<file path="config.mk">
export PLATFORM = sky130hd
export DESIGN_NAME = player_cell_updater
export DESIGN_NICKNAME = d
export VERILOG_FILES = /design/src/rtl/player_cell_updater.sv
export SDC_FILE = /design/constraint.sdc
export NUM_CORES = 1
export LEC_CHECK = 0
export ABC_AREA = 1
export CORE_AREA = 2 2 78 95
export CTS_CLUSTER_SIZE = 20
export DETAILED_ROUTE_END_ITERATION = 10
export DIE_AREA = 0 0 80 97
export DONT_BUFFER_PORTS = 1
export GPL_TIMING_DRIVEN = 1
export PLACE_DENSITY = 0.75
export SLEW_MARGIN = 25
export SYNTH_ARGS = -nofsm -noshare
export SYNTH_HDL_FRONTEND = slang
export SYNTH_SLANG_ARGS = --single-unit
</file>
<file path="constraint.sdc">
create_clock -name i_Clk -period 4.8 [get_ports i_Clk]
set_input_delay 0.72 -clock i_Clk [delete_from_list [all_inputs] [get_ports i_Clk]]
set_output_delay 0.72 -clock i_Clk [all_outputs]
set_load 0.1 [all_outputs]
</file>
<file path="src/rtl/player_cell_updater.sv">
// player_cell_updater
//   Keeps the player's cell in the tile RAM in step with the player position.
//   After reset or a game-reset request, it repaints the whole playfield: row 1
//   becomes goal tiles and every other row becomes empty tiles. It then draws
//   the player. When the position changes, it restores the old cell to its
//   background and draws the new cell. It acknowledges each completed draw
//   with a one-cycle pulse.
//
// Ports
//   i_Clk           rising-edge clock
//   i_reset         synchronous, active-high reset
//   i_game_reset    abort current work and repaint the playfield
//   i_player_x/y    current player column (1..GRID_W) / row (1..GRID_H)
//   i_wr_ready      tile-RAM accepts the write presented this cycle
//   o_wr_en         tile-RAM write request (held with addr/data until accepted)
//   o_wr_addr       tile address, (y-1)*GRID_W + (x-1)
//   o_wr_data       tile code: 00 empty, 01 player, 10 goal
//   o_player_moved  one-cycle acknowledge of a completed draw
//   o_busy          high whenever the FSM is not idle
module player_cell_updater #(
  parameter int GRID_W = 20,
  parameter int GRID_H = 15
) (
  input  logic       i_Clk,
  input  logic       i_reset,
  input  logic       i_game_reset,
  input  logic [4:0] i_player_x,
  input  logic [3:0] i_player_y,
  input  logic       i_wr_ready,
  output logic       o_wr_en,
  output logic [8:0] o_wr_addr,
  output logic [1:0] o_wr_data,
  output logic       o_player_moved,
  output logic       o_busy
);

  typedef enum logic [2:0] {IDLE, CLEAR, ERASE, DRAW, ACK} state_t;

  localparam logic [4:0] W5   = 5'(GRID_W);
  localparam logic [3:0] H4   = 4'(GRID_H);
  localparam logic [8:0] W9   = 9'(GRID_W);
  localparam logic [8:0] LAST = 9'(GRID_W * GRID_H - 1);

  localparam logic [1:0] T_EMPTY  = 2'b00;
  localparam logic [1:0] T_PLAYER = 2'b01;
  localparam logic [1:0] T_GOAL   = 2'b10;

  function automatic logic [8:0] cell_addr(input logic [4:0] x, input logic [3:0] y);
    return ({5'd0, y} - 9'd1) * W9 + ({4'd0, x} - 9'd1);
  endfunction

  state_t     r_state;
  logic       r_need_clear;
  logic [8:0] r_clr_addr;
  logic [4:0] r_drawn_x;
  logic [3:0] r_drawn_y;
  logic       r_drawn_valid;
  logic [4:0] r_tgt_x;
  logic [3:0] r_tgt_y;

  logic       w_in_range;
  logic [8:0] w_in_addr;
  logic       w_moved;
  logic       w_wr_done;
  logic [8:0] w_drawn_addr;
  logic [1:0] w_erase_data;
  logic [8:0] w_clr_next;

  assign w_in_range   = (i_player_x != 5'd0) && (i_player_x <= W5) &&
                        (i_player_y != 4'd0) && (i_player_y <= H4);
  assign w_in_addr    = cell_addr(i_player_x, i_player_y);
  assign w_moved      = (i_player_x != r_drawn_x) || (i_player_y != r_drawn_y);
  assign w_wr_done    = o_wr_en && i_wr_ready;
  assign w_drawn_addr = cell_addr(r_drawn_x, r_drawn_y);
  assign w_erase_data = (r_drawn_y == 4'd1) ? T_GOAL : T_EMPTY;
  assign w_clr_next   = r_clr_addr + 9'd1;

  // Entry into DRAW presets the write. An out-of-range target leaves o_wr_en
  // low, so DRAW recognises the "no write" case from o_wr_en alone.
  always_ff @(posedge i_Clk) begin
    if (i_reset) begin
      r_state        <= IDLE;
      r_need_clear   <= 1'b1;
      r_clr_addr     <= '0;
      r_drawn_x      <= '0;
      r_drawn_y      <= '0;
      r_drawn_valid  <= 1'b0;
      r_tgt_x        <= '0;
      r_tgt_y        <= '0;
      o_wr_en        <= 1'b0;
      o_wr_addr      <= '0;
      o_wr_data      <= T_EMPTY;
      o_player_moved <= 1'b0;
      o_busy         <= 1'b0;
    end else if (i_game_reset) begin
      // CLEAR restarts with o_wr_en low. It raises the request for address 0
      // on its next cycle.
      r_state        <= CLEAR;
      r_need_clear   <= 1'b0;
      r_clr_addr     <= '0;
      o_wr_en        <= 1'b0;
      o_player_moved <= 1'b0;
      o_busy         <= 1'b1;
    end else begin
      case (r_state)
        IDLE: begin
          if (r_need_clear) begin
            r_need_clear <= 1'b0;
            r_clr_addr   <= '0;
            r_state      <= CLEAR;
            o_wr_en      <= 1'b1;
            o_wr_addr    <= '0;
            o_wr_data    <= T_GOAL;
            o_busy       <= 1'b1;
          end else if (r_drawn_valid && w_moved) begin
            r_tgt_x   <= i_player_x;
            r_tgt_y   <= i_player_y;
            r_state   <= ERASE;
            o_wr_en   <= 1'b1;
            o_wr_addr <= w_drawn_addr;
            o_wr_data <= w_erase_data;
            o_busy    <= 1'b1;
          end else if (!r_drawn_valid && w_in_range) begin
            r_tgt_x   <= i_player_x;
            r_tgt_y   <= i_player_y;
            r_state   <= DRAW;
            o_wr_en   <= 1'b1;
            o_wr_addr <= w_in_addr;
            o_wr_data <= T_PLAYER;
            o_busy    <= 1'b1;
          end
        end

        CLEAR: begin
          if (!o_wr_en) begin
            o_wr_en   <= 1'b1;
            o_wr_addr <= r_clr_addr;
            o_wr_data <= (r_clr_addr < W9) ? T_GOAL : T_EMPTY;
          end else if (w_wr_done) begin
            if (r_clr_addr == LAST) begin
              r_drawn_valid <= 1'b0;
              r_tgt_x       <= i_player_x;
              r_tgt_y       <= i_player_y;
              r_state       <= DRAW;
              o_wr_en       <= w_in_range;
              o_wr_addr     <= w_in_addr;
              o_wr_data     <= T_PLAYER;
            end else begin
              r_clr_addr <= w_clr_next;
              o_wr_addr  <= w_clr_next;
              o_wr_data  <= (w_clr_next < W9) ? T_GOAL : T_EMPTY;
            end
          end
        end

        ERASE: begin
          if (w_wr_done) begin
            r_tgt_x   <= i_player_x;
            r_tgt_y   <= i_player_y;
            r_state   <= DRAW;
            o_wr_en   <= w_in_range;
            o_wr_addr <= w_in_addr;
            o_wr_data <= T_PLAYER;
          end
        end

        DRAW: begin
          if (!o_wr_en) begin
            r_drawn_valid <= 1'b0;
            r_state       <= IDLE;
            o_busy        <= 1'b0;
          end else if (w_wr_done) begin
            r_drawn_x      <= r_tgt_x;
            r_drawn_y      <= r_tgt_y;
            r_drawn_valid  <= 1'b1;
            r_state        <= ACK;
            o_wr_en        <= 1'b0;
            o_player_moved <= 1'b1;
          end
        end

        ACK: begin
          o_player_moved <= 1'b0;
          r_state        <= IDLE;
          o_busy         <= 1'b0;
        end

        default: begin
          r_state        <= IDLE;
          o_wr_en        <= 1'b0;
          o_player_moved <= 1'b0;
          o_busy         <= 1'b0;
        end
      endcase
    end
  end

endmodule

</file>
---- Word-level counts from Yosys, hierarchy flattened ----
Cells that the tools add are included.
W data, S select, Z words.
operators by class
  add/sub/neg operators ................... 7
  multiply operators ...................... 2
  magnitude comparators ................... 4
  equality and inequality tests ........... 29
  multiplexer cells ....................... 74
  bitwise logic cells ..................... 3
  reduce and logical (&&, ||, !) cells .... 28
operator list
  operator               count
  $mux W9                11
  $mux W5                7
  $mux W4                7
  $mux W3                9
  $pmux W9 S3            1
  $ne A3 B3 Y1 const B   8
  $mux W1                20
  $mux W2                10
  $add A9 B9 Y9          2
  $lt A9 B5 Y1 const B   2
  $mul A9 B3 Y7 const B  2
  $ne A2 B2 Y1 const B   9
  $pmux W9 S2            1
  $reduce_and A6 Y1      3
  $pmux W5 S3            1
  $pmux W3 S4            1
  $pmux W4 S3            1
  $sub A5 B1 Y6 const B  2
  $reduce_and A5 Y1      2
  $sub A4 B1 Y5 const B  2
  $add A9 B1 Y9 const B  1
  $eq A9 B9 Y1 const B   1
  $reduce_and A3 Y1      3
  $ne A4 B4 Y1 const B   2
  other kinds (27)       39
storage, ports and cells
  register bits after elaboration ......... 46
  input port bits ......................... 13
  output and inout bits ................... 14
  word-level logic and storage cells ...... 161

---- Logic depth before layout (Yosys ltp) ----
Gate-level depths: netlist (run 1).
  depth in word-level cells ............... 10
  depth in mapped cells ................... 19
  mapped depth without buffers ............ 19

---- Least setup slack after synthesis (run 1) ----
No wires, ideal clock.
  path type ............................... input -> register
  start point ............................. input i_player_y[0]
  end point ............................... register o_wr_addr[8]
  library setup time ...................... 0.118 ns
  arrival ................................. 3.198 ns
  data required time ...................... 4.682 ns
  slack ................................... 1.484 ns
  stages on the path ...................... 19
  buffers on the path ..................... 0
  path through ............................ inv_1 ha_1 inv_1 ha_1 ha_1 fa_1 xor2_1 ha_1 nand2_1 inv_1 nand4_1 inv_1 nor2_1 nand3_1 nand3_1 nand3_1 nand2_1 nor2_1 nor2_1
on the way
  word-level cells in the longest chain between the ends .. 7
  elaborated cells between the ends (all ways) .. 21
  those cells by class .................... add/sub (2); mul (1); order compare (1); eq/ne (2); mux (8); reduce/logical (7)
RTL lines
  item                               line      source
  start, declared                    28        input logic [3:0] i_player_y,
  $sub A4 B1 Y5                      49        return ({5'd0, y} - 9'd1) * W9 + ({4'd0, x} - 9'd1);
  $mul A9 B3 Y7                      49
  $add A9 B9 Y9                      49
  $mux W9, on equally long branches  140, 123
  $mux W9, on equally long branches  139, 115
  $mux W9, on equally long branches  135, 107
  $pmux W9 S3                        105       case (r_state)
  end signal, assigned               137       o_wr_addr <= r_clr_addr;
  end signal, assigned               146       o_wr_addr <= w_in_addr;
  end signal, assigned               150       o_wr_addr <= w_clr_next;
  end, declared                      31        output logic [8:0] o_wr_addr,
Parallel ways exist; a longest one is shown, timed or not. The select of a mux whose other input is x is not followed.
A chain may end at the register's enable or synchronous reset.

---- Worst setup path in the final report (run 1) ----
  start point ............................. register r_drawn_y[0]
  end point ............................... register o_wr_addr[8]
on the way
  word-level cells in the longest chain between the ends .. 6
  elaborated cells between the ends (all ways) .. 11
  those cells by class .................... add/sub (2); mul (1); eq/ne (2); mux (3); reduce/logical (3)
RTL lines
  item                                                         line     source
  start, declared                                              56       logic [3:0] r_drawn_y;
  start signal, assigned                                       174      r_drawn_y <= r_tgt_y;
  $sub A4 B1 Y5 / $ne A4 B4 Y1 (equally long branches)         49, 72
  $mul A9 B3 Y7 / $logic_or A1 B1 Y1 (equally long branches)   49, 72
  $add A9 B9 Y9 / $logic_and A1 B1 Y1 (equally long branches)  49, 115
  $mux W9                                                      115      end else if (r_drawn_valid && w_moved) begin
  $mux W9                                                      107      if (r_need_clear) begin
  $pmux W9 S3                                                  105
  end signal, assigned                                         120      o_wr_addr <= w_drawn_addr;
  end signal, assigned                                         128      o_wr_addr <= w_in_addr;
  end signal, assigned                                         137
Parallel ways exist; a longest one is shown, timed or not.

==> results of run 1 <==
-- power groups by stage --
stage | clock network [W] | registers [W] | logic [W]
floorplan | 0 | 0.000511 | 0.000251
global placement | 0 | 0.000510 | 0.000306
detailed placement | 0 | 0.000511 | 0.000310
CTS | 0.000270 | 0.000502 | 0.000314
global route | 0.000282 | 0.000505 | 0.000360
finish | 0.000269 | 0.000502 | 0.000316
-- layer usage --
metal  GRT usage, %  up-vias  share of wire, %
li1               -     2035                 -
met1           33.1     1769                42
met2           49.3       93                50
met3           3.92       22               4.5
met4           9.13        0               2.8
met5              0        -                 0
-- cells by family after synthesis --
kind of cell	after synthesis
adder cells (fa/ha/maj)	38
flip-flops	46
AND/OR/NAND/NOR	333
AO/OA/AOI/OAI	90
XOR/XNOR	24
buffers and inverters	97
-- cells in the mapped netlist --
| cell type | count | area [um2] |
|---|---|---|
| xnor2_1 | 8 | 70.1 |
| clkbuf_1 | 5 | 18.8 |
| inv_2 | 12 | 45.0 |
| o21ai_2 | 8 | 70.1 |
| buf_2 | 6 | 30.0 |
| nand4_1 | 14 | 87.6 |
| buf_4 | 1 | 7.51 |
| xor2_1 | 16 | 140 |
| o31ai_1 | 1 | 7.51 |
| nor3_1 | 6 | 30.0 |
| inv_4 | 1 | 6.26 |
| fa_1 | 4 | 80.1 |
| dfxtp_1 | 46 | 921 |
| or2_2 | 2 | 12.5 |
| nand2_2 | 3 | 18.8 |
| nor3b_1 | 1 | 7.51 |
| nand3b_1 | 2 | 15.0 |
| inv_1 | 68 | 255 |
| nor2_1 | 64 | 240 |
| nand2_1 | 166 | 623 |
| a31oi_1 | 2 | 12.5 |
| nand2_4 | 1 | 11.3 |
| a21oi_2 | 1 | 8.76 |
| nand3_1 | 62 | 310 |
| buf_6 | 3 | 33.8 |
| a21oi_1 | 41 | 205 |
| nor3_4 | 1 | 16.3 |
| nor2_2 | 3 | 18.8 |
| o21bai_1 | 1 | 7.51 |
| o2111ai_1 | 1 | 8.76 |
| nor3_2 | 2 | 20.0 |
| o21ai_0 | 23 | 115 |
| nand3_2 | 4 | 40.0 |
| o21bai_4 | 1 | 18.8 |
| nand3_4 | 1 | 17.5 |
| ha_1 | 34 | 425 |
| and2_1 | 1 | 6.26 |
| a31o_2 | 1 | 8.76 |
| o211ai_1 | 9 | 67.6 |
| o21ai_1 | 1 | 5.00 |
| clkinv_1 | 1 | 3.75 |
-- metrics by stage --
stage / total power, W / cells / worst slack, ns / instance area [um2] / util [%]
after floorplan: 0.000762 / 628 / 1.48 / 4050 / -
after global placement: 0.000816 / 701 / 1.34 / 4070 / 60.2
after detailed placement: 0.000821 / 701 / 1.20 / 4070 / 60.2
after CTS: 0.00109 / 709 / 1.54 / 4170 / 61.6
after global routing: 0.00115 / 709 / 1.25 / 4170 / 61.6
final: 0.00109 / 709 / 1.55 / 4170 / 61.6
-- worst reg2reg max path, cell delays in order, from the launching register on --
cell and delay (ns):
dfxtp_1 0.37, inv_1 0.14, ha_1 0.31, inv_1 0.12, ha_1 0.25, ha_1 0.23, fa_1 0.38, xor2_1 0.18
ha_1 0.34, nand2_1 0.09, nor3_1 0.23, inv_1 0.07, nand3_1 0.07, nand3_1 0.09, nand3_1 0.10, nand3_1 0.06
nand2_1 0.08, nor2_1 0.04, nor2_1 0.07
-- area by class of cell --
| type | count | area [um2] | share of cell area, % |
|---|---|---|---|
| Multi-Input combinational cell | 485 | 2730 | 65.4 |
| Timing Repair Buffer | 1 | 7.51 | 0.180 |
| Tap cell | 87 | 109 | 2.61 |
| Inverter | 82 | 310 | 7.44 |
| Clock inverter | 1 | 8.76 | 0.210 |
| Sequential cell | 46 | 921 | 22.1 |
| Clock buffer | 7 | 86.3 | 2.07 |
-- registers in the layout, indices dropped and copies added (netlist names) --
register	cells
r_drawn_valid	1
o_busy	1
r_clr_addr	9
o_wr_data	2
o_wr_en	1
o_wr_addr	9
r_state	3
o_player_moved	1
r_tgt_x	5
r_drawn_x	5
r_need_clear	1
r_tgt_y	4
r_drawn_y	4
-- final timing paths --
path	endpoint	startpoint	slack, ns
max	o_wr_addr[8]	r_drawn_y[0]	1.55
min	r_drawn_valid	i_reset	0.45
max reg2reg	o_wr_addr[8]	r_drawn_y[0]	1.55
min reg2reg	r_tgt_y[0]	r_tgt_y[0]	0.46
==> impl_metrics.ini, run 1 <==
[outcome]
status = completed

[grt]
grt_pass1_vias = 3848
grt_use_total_pct = 27.6
grt_overflow = 0
grt_pass1_wl_um = 17500
antenna_found_initial = 0
grt_max_degree = 23

[clocking]
numCtsBuffers = 5
cts.path.max_buffers = 2
cts_setup_buffers = 0
clkTransAtPathRegs_ns = 0.11
hold_buffers = 0
cts_max_level = 2
cts_sinks = 46
clk_latency_ns = 0.32
post_cts_resized = 0
root_buffer = clkbuf_8
tritoncts = built

[synthesis]
yosys.cell_types.count = 41
synth_seq_cells = 46
syn-cell-area_mm2 = 0.00405
synth_mux_area_share_pct = 0
synth_top_family_by_area = simple AND/OR/NAND/NOR gates
synth-simple-area-share_pct = 36.4
synthAdderAreaFrac_pct = 12.5
synth_nets = 679
avgSynthCellArea_um2 = 6.45
synthCells = 628
synth_xor_area_share_pct = 5.19
synth_compound_area_share_pct = 13.2
synth_seq_area_share_pct = 22.8
ys.warnings.count = 0

[power]
leakage_nw = 1.98
p_sw_w = 0.000456
peakVddDrop_mv = 0.162
internal-power_w = 0.000630
power_density_mw_per_mm2 = 261
share_seq_of_total_power_pct = 46.2
p_clk_share_pct = 24.7
sw_frac_of_total_pct = 42.0
comb_power_share_pct = 29.1

[critical_path]
crit_buf_inv = 3
critPathMaxStageDelay_ns = 0.38
worst-path-max-fanout = 6
path_cells = inv_1 > ha_1 > inv_1 > ha_1 > ha_1 > fa_1 > xor2_1 > ha_1 > nand2_1 > nor3_1 > inv_1 > nand3_1 > nand3_1 > nand3_1 > nand3_1 > nand2_1 > nor2_1 > nor2_1
arrival_ns = 3.52
crit_slowest_cell = fa_1
cpLargestDelayFamily = adder cells
cp.depth = 18
start_kind = flop
endpoint_kind = flop
cp.required_ns = 5.06
path_class = flop to flop
r2r_cells = 18

[routing]
drt-pass1-iter-count = 4
routedWlPerCell_um = 14.2
drtIter0Drc = 185
drt_wl_total_um = 10100
ant_nets = 0
drc = 0
avgViaCountPerCell = 5.53
num_vias = 3919

[layout]
fillCellCount = 673
n_antenna_cell = 0
drive_above_1_share_pct = 7.88
finalNetCount = 672
final_cell_mix = nand2_1, inv_1, nor2_1
final_common_cell = nand2_1
area_delta_synth_final_pct = 3.00

[sta]
period_needed_ns = 3.25
finalMaxSlewViolations = 0
hold_viol = 0
max_slew_margin_pct = 31.9
tightestPinTransition_ns = 1.02
rsz0062_at_grt = no
fmax_ghz = 0.307
period_share_pct = 67.8
setup_viol = 0
tns_ns = 0
skew_ns = 0.0173
hold_slack_ns = 0.454

[placement]
globalplace.congestion = 0.935
hpwl_um = 8070
portBuffers = 0

[min_path]
hold_depth = 1
hold_path_class = primary input to flop

[die]
ioPinCount = 27
core_area_mm2 = 0.00677
die_w_um = 80
dieArea_mm2 = 0.00776
row_count = 33
die_y_um = 97
initial_core_util_pct = 59.8

[job]
maxCapViolations = 0
(Power assumes the default switching activity.)
==> run 2, diff against run 1 <==
- clock period: 4.8 -> 3.3 ns (I/O delays scaled with it)
==> run 2 against run 1 <==
  * Sequential cell count unchanged
  * Setup slack worse by 1.3 ns
  * Worst hold slack worse by 0.22 ns
  * Maximum frequency up 6.3%
  * Clock skew down 0.0010 ns
  * Die area unchanged
  * Final cell count up 0.56%
  * Critical path type unchanged
==> impl_metrics.ini, run 2 (same netlist as run 1, synthesis figures left out) <==
[power]
comb_power_share_pct = 28.0
peakVddDrop_mv = 0.353
power.total_w = 0.00166
sw_frac_of_total_pct = 41.0
leakage_nw = 2.02
p_clk_share_pct = 27.9
internal-power_w = 0.000977
p_sw_w = 0.000680
share_seq_of_total_power_pct = 44.1
power_density_mw_per_mm2 = 390

[routing]
ant_nets = 0
drtIter0Drc = 143
drt-pass1-iter-count = 5
routedWlPerCell_um = 14.7
avgViaCountPerCell = 5.63
drt_wl_total_um = 10500
num_vias = 4017
drc = 0

[clocking]
cts.path.max_buffers = 2
clkTransAtPathRegs_ns = 0.11
cts_max_level = 2
tritoncts = built
hold_buffers = 0
clk_latency_ns = 0.31
cts_sinks = 46
root_buffer = clkbuf_8
numCtsBuffers = 5

[die]
die_w_um = 80
dieArea_mm2 = 0.00776
ioPinCount = 27
core_area_mm2 = 0.00677
row_count = 33
die_y_um = 97
initial_core_util_pct = 59.8

[layout]
area_delta_synth_final_pct = 4.88
fin_area_mm2 = 0.00425
finalNetCount = 676
n_antenna_cell = 0
final_cell_mix = nand2_1, inv_1, nor2_1
fillCellCount = 662
multi_input_area_mm2 = 0.00275
final_common_cell = nand2_1
seqCellArea_um2 = 925
largestRegisters = o_wr_addr (9), r_clr_addr (9)
drive_above_1_share_pct = 10.2

[grt]
antenna_found_initial = 0
grt_overflow = 0
grt_max_degree = 23
grt_pass1_wl_um = 17300
grt_pass1_vias = 3751
grt_use_total_pct = 27.5

[critical_path]
critPathMaxStageDelay_ns = 0.37
endpoint_kind = flop
crit_buf_inv = 3
regToRegSetupSlack_ns = 0.24
cp.required_ns = 3.51
start_kind = flop
arrival_ns = 3.27
path_class = flop to flop
path_cells = inv_2 > ha_1 > inv_2 > ha_1 > ha_1 > fa_2 > xor2_1 > ha_1 > nand2_1 > inv_1 > o21ai_0 > nand3_1 > nand3_1 > nand3_1 > nand3_1 > nand2_1 > nor2_1 > nor2_1
worst-path-max-fanout = 6
cpLargestDelayFamily = adder cells
crit_slowest_cell = dfxtp_2

[job]
maxCapViolations = 0

[sta]
max_slew_margin_pct = 33.0
fmax_ghz = 0.327
hold_viol = 0
period_needed_ns = 3.06
tightestPinTransition_ns = 1.00
setup_viol = 0
rsz0062_at_grt = no
finalMaxSlewViolations = 0
setup_ws_ns = 0.239
period_share_pct = 92.7
tns_ns = 0
skew_ns = 0.0163

[placement]
portBuffers = 0
globalplace.congestion = 0.936
hpwl_um = 8220
pre_cts_ws_ns = -0.0865
post_dp_cell_area_mm2 = 0.00410

[min_path]
hold_path_class = primary input to flop

[outcome]
status = completed
[run 2: layer usage]
layer	track usage, %	routed length (um)
met1	32.4	4490
met2	49.0	5240
met3	4.76	387
met4	9.78	338
met5	0	0
[run 2: cell type report]
cell class	count	area share [%]
multi-input cells	485	64.7
flip-flops and latches	46	21.8
inverters	82	7.31
well taps	87	2.56
clock buffers	5	1.62
clock inverters	3	1.15
repair buffers	5	0.884
[run 2: metrics by stage]
step                instances  util (%)  hold WS (ns)
floorplan                 628         -         0.430
global placement          704      60.5         0.441
detailed placement        704      60.5         0.443
CTS                       712      62.2         0.237
global route              713      62.7         0.226
finish                    713      62.7         0.229
[run 2: what timing repair did]
item	4_1_cts	5_1_grt
setup endpoints to repair	0	2
buffers inserted	0	1
resized for setup	0	10
[run 2: worst paths after layout]
path,startpoint,endpoint,depth (start not counted)
setup / recovery,r_drawn_y[0],o_wr_addr[8],18
hold / removal,i_reset,r_tgt_x[0],1
setup reg to reg,r_drawn_y[0],o_wr_addr[8],18
hold reg to reg,r_tgt_x[1],r_tgt_x[1],2
[run 2: power groups by stage]
stage	clock network, W	logic (W)	registers [W]
detailed placement	0	0.000455	0.000743
global placement	0	0.000449	0.000742
floorplan	0	0.000365	0.000744
finish	0.000462	0.000465	0.000730
CTS	0.000462	0.000458	0.000731
global route	0.000484	0.000526	0.000734
